**config.mk**
```make
export PLATFORM = sky130hd
export DESIGN_NAME = mdr_mem_port_flat
export DESIGN_NICKNAME = d
export VERILOG_FILES = /design/src/rtl/mdr_mem_port_if.sv /design/src/rtl/mdr_mem_port.sv /design/src/flat_wrapper.sv
export SDC_FILE = /design/constraint.sdc
export NUM_CORES = 1
export LEC_CHECK = 0
export BUFFER_PORTS_ARGS = -buffer_cell sky130_fd_sc_hd__buf_4
export CORE_ASPECT_RATIO = 1.2
export CORE_MARGIN = 5
export CORE_UTILIZATION = 53
export DETAILED_ROUTE_END_ITERATION = 8
export PLACE_DENSITY = 0.85
export SLEW_MARGIN = 5
export SYNTH_ARGS = -nofsm -noshare
export SYNTH_HDL_FRONTEND = slang
export SYNTH_SLANG_ARGS = --single-unit
```
**constraint.sdc**
```tcl
create_clock -name clk -period 3.3 [get_ports clk]
set_input_delay 0.495 -clock clk [delete_from_list [all_inputs] [get_ports clk]]
set_output_delay 0.495 -clock clk [all_outputs]
set_load 0.01 [all_outputs]
```
**src/rtl/mdr_mem_port_if.sv**
```systemverilog
// mdr_mem_port_if: memory-side request/acknowledge handshake of the memory data register
interface mdr_mem_port_if #(
  parameter int DATA_W = 16,
  parameter int ADDR_W = 16
);
  logic              mem_req;
  logic              mem_we;
  logic [ADDR_W-1:0] mem_addr;
  logic [DATA_W-1:0] mem_wdata;
  logic [DATA_W-1:0] mem_rdata;
  logic              mem_ack;
  modport master (output mem_req, mem_we, mem_addr, mem_wdata, input mem_rdata, mem_ack);
  modport slave  (input mem_req, mem_we, mem_addr, mem_wdata, output mem_rdata, mem_ack);
endinterface

```
**src/rtl/mdr_mem_port.sv**
```systemverilog
// mdr_mem_port: memory data register with A/B bus reads and a sequenced memory load/store; MDR_TIMEOUT_EN adds an ack timeout with sticky err
module mdr_mem_port #(
  parameter int DATA_W      = 16,
  parameter int ADDR_W      = 16,
  parameter int TIMEOUT_CYC = 255
) (
  input  logic              clk,
  input  logic              rst,
  input  logic              write_c,
  input  logic [DATA_W-1:0] c_bus,
  input  logic              read_a,
  input  logic              read_b,
  output logic [DATA_W-1:0] a_bus,
  output logic [DATA_W-1:0] b_bus,
  input  logic              mem_read,
  input  logic              mem_write,
  input  logic [ADDR_W-1:0] addr,
  mdr_mem_port_if.master    mem,
  output logic              busy,
  output logic              done,
  output logic              err
);
  typedef enum logic [1:0] {IDLE, RD_WAIT, WR_WAIT, DONE} state_t;
  state_t state, state_n;
  logic [DATA_W-1:0] data;
  logic waiting, tmo;
  assign waiting = state == RD_WAIT || state == WR_WAIT;
  assign busy = state != IDLE;
`ifdef MDR_TIMEOUT_EN
  localparam int CNT_W = $clog2(TIMEOUT_CYC + 1);
  logic [CNT_W-1:0] cnt;
  assign tmo = waiting && !mem.mem_ack && cnt == CNT_W'(TIMEOUT_CYC - 1);
  // Entry to a wait state is always from IDLE, so clearing in IDLE covers it
  always_ff @(posedge clk) begin
    if (rst || state == IDLE) cnt <= '0;
    else if (waiting) cnt <= cnt + 1'b1;
  end
  always_ff @(posedge clk) begin
    if (rst) err <= 1'b0;
    else if (tmo) err <= 1'b1;
  end
`else
  assign tmo = 1'b0;
  assign err = TIMEOUT_CYC < 0;
`endif
  always_ff @(posedge clk) begin
    if (rst) state <= IDLE;
    else state <= state_n;
  end
  always_comb begin
    state_n = state;
    state_n = state == IDLE ? (mem_read ? RD_WAIT : mem_write ? WR_WAIT : IDLE) :
              state == DONE ? IDLE :
              (mem.mem_ack || tmo) ? DONE : state;
  end
  always_ff @(posedge clk) begin
    if (rst) begin
      data          <= '0;
      a_bus         <= '0;
      b_bus         <= '0;
      mem.mem_addr  <= '0;
      mem.mem_wdata <= '0;
      mem.mem_req   <= 1'b0;
      mem.mem_we    <= 1'b0;
      done          <= 1'b0;
    end else begin
      done <= state == DONE;
      if (read_a) a_bus <= data;
      if (read_b) b_bus <= data;
      if (state == IDLE) begin
        if (mem_read) begin
          mem.mem_addr <= addr;
          mem.mem_req  <= 1'b1;
          mem.mem_we   <= 1'b0;
        end else if (mem_write) begin
          mem.mem_addr  <= addr;
          mem.mem_wdata <= data;
          mem.mem_req   <= 1'b1;
          mem.mem_we    <= 1'b1;
        end else if (write_c) begin
          data <= c_bus;
        end
      end else if (waiting && (mem.mem_ack || tmo)) begin
        mem.mem_req <= 1'b0;
        if (state == RD_WAIT && mem.mem_ack) data <= mem.mem_rdata;
      end
    end
  end
endmodule

```
**src/flat_wrapper.sv**
```systemverilog
// flat-port wrapper written by rule: the top's interface ports become plain ports
module mdr_mem_port_flat 
#(
  parameter int DATA_W      = 16,
  parameter int ADDR_W      = 16,
  parameter int TIMEOUT_CYC = 255
)
  (clk, rst, write_c, c_bus, read_a, read_b, a_bus, b_bus, mem_read, mem_write, addr, busy, done, err, mem_mem_req, mem_mem_we, mem_mem_addr, mem_mem_wdata, mem_mem_rdata, mem_mem_ack);
  mdr_mem_port_if #(.DATA_W(DATA_W), .ADDR_W(ADDR_W)) mem_i ();
  input  logic clk;
  input  logic rst;
  input  logic write_c;
  input  logic [DATA_W-1:0] c_bus;
  input  logic read_a;
  input  logic read_b;
  output logic [DATA_W-1:0] a_bus;
  output logic [DATA_W-1:0] b_bus;
  input  logic mem_read;
  input  logic mem_write;
  input  logic [ADDR_W-1:0] addr;
  output logic busy;
  output logic done;
  output logic err;
  output wire logic [$bits(mem_i.mem_req)-1:0] mem_mem_req;
  output wire logic [$bits(mem_i.mem_we)-1:0] mem_mem_we;
  output wire logic [$bits(mem_i.mem_addr)-1:0] mem_mem_addr;
  output wire logic [$bits(mem_i.mem_wdata)-1:0] mem_mem_wdata;
  input wire logic [$bits(mem_i.mem_rdata)-1:0] mem_mem_rdata;
  input wire logic [$bits(mem_i.mem_ack)-1:0] mem_mem_ack;
  assign mem_mem_req = mem_i.mem_req;
  assign mem_mem_we = mem_i.mem_we;
  assign mem_mem_addr = mem_i.mem_addr;
  assign mem_mem_wdata = mem_i.mem_wdata;
  assign mem_i.mem_rdata = mem_mem_rdata;
  assign mem_i.mem_ack = mem_mem_ack;
  mdr_mem_port #(.DATA_W(DATA_W), .ADDR_W(ADDR_W), .TIMEOUT_CYC(TIMEOUT_CYC)) u_core (.clk(clk), .rst(rst), .write_c(write_c), .c_bus(c_bus), .read_a(read_a), .read_b(read_b), .a_bus(a_bus), .b_bus(b_bus), .mem_read(mem_read), .mem_write(mem_write), .addr(addr), .mem(mem_i), .busy(busy), .done(done), .err(err));
endmodule
```
---- Yosys cells after proc, flatten, opt, wreduce, memory -nomap -nowiden ----
Cells that the tools add are included.
Widths: inputs -> output; s select.
word-level totals
  flip-flop bits (word level) ............. 85
  word-level logic and storage cells ...... 48
  bits of input ports ..................... 56
  output and inout port bits .............. 69
operators by class
  reduce and logical (&&, ||, !) cells .... 13
  multiplexer cells ....................... 18
  bitwise operators ....................... 1
  equality and inequality tests ........... 7
operators with widths
  cell                count
  $mux 16             8
  $mux 2              5
  $reduce_bool 2->1   4
  $ne 2x2->1 const B  3
  $mux 1              5
  $reduce_and 5->1    1
  $eq 2x2->1 const B  2
  $reduce_and 2->1    2
  $ne 3x3->1 const B  1
  $reduce_and 3->1    1
  $reduce_bool 3->1   1
  $eq 2x1->1 const B  1
  $logic_and 1x1->1   2
  $logic_not 2->1     1
  $logic_or 1x1->1    1
  $not 1->1           1

---- Longest topological paths before layout ----
  depth after elaboration ................. 5
  gate-level depth with buffers ........... 8
  mapped depth without buffers ............ 5

---- Worst setup path after synthesis ----
OpenSTA, ideal clock, no wires.
  kind .................................... flip-flop to flip-flop
  from .................................... register u_core.state[1]
  to ...................................... register u_core.data[0]
  buffers on the path ..................... 3
  slack ................................... 1421 ps
  required time ........................... 3179 ps
  arrival ................................. 1758 ps
  library setup time ...................... 121 ps
  stages on the path, launching flop included .. 9
  period minus slack after synthesis ...... 1879 ps
  cells stage by stage .................... dfxtp_1 inv_1 ha_1 buf_4 or3b_1 a22o_1 buf_6 buf_6 mux2_4
between the ends
  longest elaborated chain between the ends .. 5
  elaborated cells on any way between the ends .. 13
  classes of those cells .................. 5 x eq/ne; 1 x mux; 7 x reduce/logical
RTL lines
  what                                             line                                    source
  start: declaration                               mdr_mem_port.sv:24                      state_t state, state_n;
  start signal: assignment                         mdr_mem_port.sv:48                      else state <= state_n;
  $eq 2x1->1 / $eq 2x2->1 (equally long branches)  mdr_mem_port.sv:27, mdr_mem_port.sv:85
  $logic_or 1x1->1                                 mdr_mem_port.sv:27                      assign waiting = state == RD_WAIT || state == WR_WAIT;
  $logic_and 1x1->1                                mdr_mem_port.sv:83                      end else if (waiting && (mem.mem_ack || tmo)) begin
  $reduce_bool 2->1 (no line)                      --
  $reduce_and 5->1 (no line)                       --
  end signal: assignment                           mdr_mem_port.sv:81                      data <= c_bus;
  end signal: assignment                           mdr_mem_port.sv:85                      if (state == RD_WAIT && mem.mem_ack) data <= mem.mem_rdata;
  end: declaration                                 mdr_mem_port.sv:25                      logic [DATA_W-1:0] data;
Parallel ways exist; a longest one is shown, timed or not.
A chain may end at the register's enable or synchronous reset.

---- Worst setup path in the final report ----
  from .................................... register u_core.state[0]
  to ...................................... register u_core.data[10]
The elaborated chain is that of the path after synthesis.

==> impl_metrics.csv <==
group,metric,value,unit
detailed_routing,avg_wl_per_cell,14.90,um
worst_setup_path,crit_chain,"inv_1, ha_1, buf_4, nand3b_1, a22o_1, mux2_2",
detailed_routing,viasPerCell,5.012,
synth,ys_top_cells_by_area,"sky130_fd_sc_hd__dfxtp_1 50%, sky130_fd_sc_hd__mux2i_1 14%, sky130_fd_sc_hd__nand2_1 7.4%, sky130_fd_sc_hd__nor2_1 5.6%, sky130_fd_sc_hd__a21oi_1 5.1%",
die,fp-row-count,32,
cells_and_area,ant_diodes,0,
job,cap_viol_max_count,0,
synth,post_synth_most_frequent_cells,"85 x sky130_fd_sc_hd__dfxtp_1, 67 x sky130_fd_sc_hd__nand2_1, 51 x sky130_fd_sc_hd__nor2_1",
synth,syn-cell-area,3402,um^2
global_routing,first_global_vias,2862,
detailed_routing,drt_iter0_markers,125,
detailed_routing,drcViolationCount,0,
worst_setup_path,slowest_stage,"sky130_fd_sc_hd__a22o_1",
global_routing,grt_max_degree,83,
sta,rsz0062_at_grt,"false",
synth,synthesis.yosys.warnings,0,
synth,netlist-cell-type-count,26,
sta,worstMarginPinSlew,1.110,ns
detailed_routing,drt_pass1_iterations,4,
synth,number_of_enable_type_register_cells_in_the_synthesized_netlist,0,
place,detailed_place_hpwl,5967,um
sta,fin_setup_tns,0,ns
synth,async_flop_share,0,
worst_setup_path,critical_path.max_stage_delay,0.80,ns
sta,max_freq,417.3,MHz
sta,final-hold-violation-count,0,
power_and_ir_drop,p_per_area,548.6,nW/um^2
cells_and_area,fin_nets,537,
cells_and_area,multi_input_comb_area,1567,um^2
synth,synth_top_area_share,0.5002,
synth,postSynthCellCount,366,
worst_setup_path,critPathLaunchType,"flop",
clocking,post_cts_clock_slew_at_the_launch_and_capture_registers_of_the_worst_setup_and_hold_paths,0.09,ns
sta,finalSetupViolCount,0,
global_routing,wire_length_of_the_first_global_routing_pass,13540,um
die,fp.coreArea,6326,um^2
worst_setup_path,r2r_slack,0.90,ns
sta,fin_crit_sh,0.7262,
synth,synthMostInstantiatedCell,"sky130_fd_sc_hd__dfxtp_1",
place,place_congestion,0.8236,
worst_setup_path,cp.required,3.54,ns
clocking,maximum_count_of_clock_buffers_along_a_single_path,2,
run_status,status,"finished clean",
synth,seq_area_frac_synth,0.5002,
synth,post_synth.cell_area_avg,9.295,um^2
clocking,cts_resized,0,
clocking,cts_tree,"yes",
cells_and_area,finished_layout_cell_area,4553,um^2
die,initial_utilization,0.5378,
die,floorplan.die.width,83.14,um
place,placed_cell_area,4332,um^2
clocking,clock_insertion_delay_worst_skew,0.35,ns
clocking,clock-sinks,85,
detailed_routing,route.vias.total,2842,
cells_and_area,area_growth_syn_to_layout,33.84,%
global_routing,global_route.overflow_total,0,
detailed_routing,routed_wl,8448,um
die,floorplan.die_area,8128,um^2
sta,period_needed,2.396,ns
clocking,cts.hold.buffers_added,0,
clocking,total_cts_buffers,9,
synth,ys.flop_type,"sky130_fd_sc_hd__dfxtp_1",
die,floorplan.die.height,97.77,um
power_and_ir_drop,worst_ir_drop_vdd,0.2754,mV
place,count_of_buffers_inserted_at_the_top_level_ports,123,
synth,syn_nets,426,
sta,final-max-slew-violation-count,0,
sta,fin_worst_skew,0.01195,ns
detailed_routing,postRouteAntennaNets,0,
worst_setup_path,crit_type,"flop to flop",
die,num_io_pins,125,
synth,synth.ff_latch_count,85,
global_routing,number_of_antenna_violations_at_the_first_check_in_global_routing,0,
worst_setup_path,crit_path_max_fanout,16,
clocking,cts.repair_timing.setup_buffer_count,0,
worst_setup_path,cp_data_arrival_time,2.64,ns
synth,synth_area_leader_cell,"sky130_fd_sc_hd__dfxtp_1",
cells_and_area,layout-drive-gt1-share,0.3278,
clocking,cts_max_level,3,
cells_and_area,number_of_fillers_in_the_final_layout,507,
clocking,clock_tree.root_cell,"sky130_fd_sc_hd__clkbuf_8",
power_and_ir_drop,cellLeakagePower,2.164,nW
cells_and_area,area_taken_by_flip_flops_and_latches,1702,um^2
sta,slew-limit-headroom,0.2553,
global_routing,gr-usage-all-layers,0.2060,
worst_setup_path,endpoint_kind,"flop",
min_path,class_of_the_tightest_hold_or_removal_check,"primary input to flop",
## metal layers
layer / up-vias / part of all wire / track usage
met3: 7 / 0.089 / 0.08523
met4: 0 / 0.011 / 0.07925
met5: - / 0 / 0
li1: 1418 / - / -
met1: 1318 / 0.39 / 0.2173
met2: 99 / 0.51 / 0.3642
## flip-flops by register name (all words and copies together) (netlist names)
signal	cells
u_core.mem.mem_req	1
u_core.done	1
u_core.mem.mem_we	1
u_core.data	16
u_core.a_bus	16
u_core.state	2
u_core.mem.mem_wdata	16
u_core.mem.mem_addr	16
u_core.b_bus	16
## where the power goes
group          total, W  leakage, nW  internal, W  switching [W]
Combinational  0.000555         1.37     0.000263       0.000292
Clock          0.000801        0.106     0.000428       0.000373
Sequential      0.00114        0.689      0.00110      0.0000462
Total           0.00250         2.16      0.00179       0.000711
## through the flow
| step | util | total power (W) | hold slack (ns) | setup slack, ns | cells |
|---|---|---|---|---|---|
| after floorplan | - | 0.001513 | 0.4526 | 1.421 | 366 |
| after global placement | 0.6847 | 0.001699 | 0.4423 | 1.034 | 551 |
| after detailed placement | 0.6847 | 0.001723 | 0.4477 | 0.8945 | 551 |
| after CTS | 0.7197 | 0.002521 | 0.3727 | 0.9013 | 567 |
| after global routing | 0.7197 | 0.002614 | 0.3725 | 0.8091 | 567 |
| final | 0.7197 | 0.002498 | 0.3914 | 0.9036 | 567 |
## critical path: cells and delay by family, from the launching register on
kind	cells	cell delay (ns)
mux	1	0.42
simple gates	1	0.17
fa+ha+maj	1	0.18
flops	1	0.35
compound gates	1	0.80
buf+inv	2	0.35
## kinds of logic after synthesis
logic type / count (synthesis) / synth area share
compound gates: 40 / 0.06142
flops: 85 / 0.5002
simple gates: 143 / 0.1780
mux: 64 / 0.2052
buf+inv: 29 / 0.03935
fa+ha+maj: 4 / 0.01471
other cells: 1 / 0.001102
## cells in the final DEF (no fill, tap or decap), types with 4 or more instances in the layout
cell | netlist | final
sky130_fd_sc_hd__mux2_2 | 6 | 6
sky130_fd_sc_hd__ha_1 | 4 | 4
sky130_fd_sc_hd__a21oi_1 | 35 | 35
sky130_fd_sc_hd__dfxtp_1 | 85 | 85
sky130_fd_sc_hd__nor2b_1 | 17 | 17
sky130_fd_sc_hd__mux2i_1 | 48 | 48
sky130_fd_sc_hd__buf_4 | 2 | 126
sky130_fd_sc_hd__nor2_1 | 51 | 51
sky130_fd_sc_hd__mux2_4 | 10 | 10
sky130_fd_sc_hd__clkbuf_8 | 0 | 9
sky130_fd_sc_hd__nand2_1 | 67 | 67
## cell type report
class | count | area share
Clock buffer | 9 | 0.02721
Clock inverter | 7 | 0.02143
Inverter | 3 | 0.002473
Multi-Input combinational cell | 252 | 0.3440
Sequential cell | 85 | 0.3737
Tap cell | 85 | 0.02336
Timing Repair Buffer | 126 | 0.2077
## final timing paths
| path | from | end | depth (start not counted) |
|---|---|---|---|
| setup / recovery | u_core.state[0] | u_core.data[10] | 6 |
| hold / removal | addr[9] | u_core.mem.mem_addr[9] | 3 |
| setup reg to reg | u_core.state[0] | u_core.data[10] | 6 |
| hold reg to reg | u_core.mem.mem_wdata[15] | u_core.mem.mem_wdata[15] | 2 |
(Power assumes the default switching activity.)
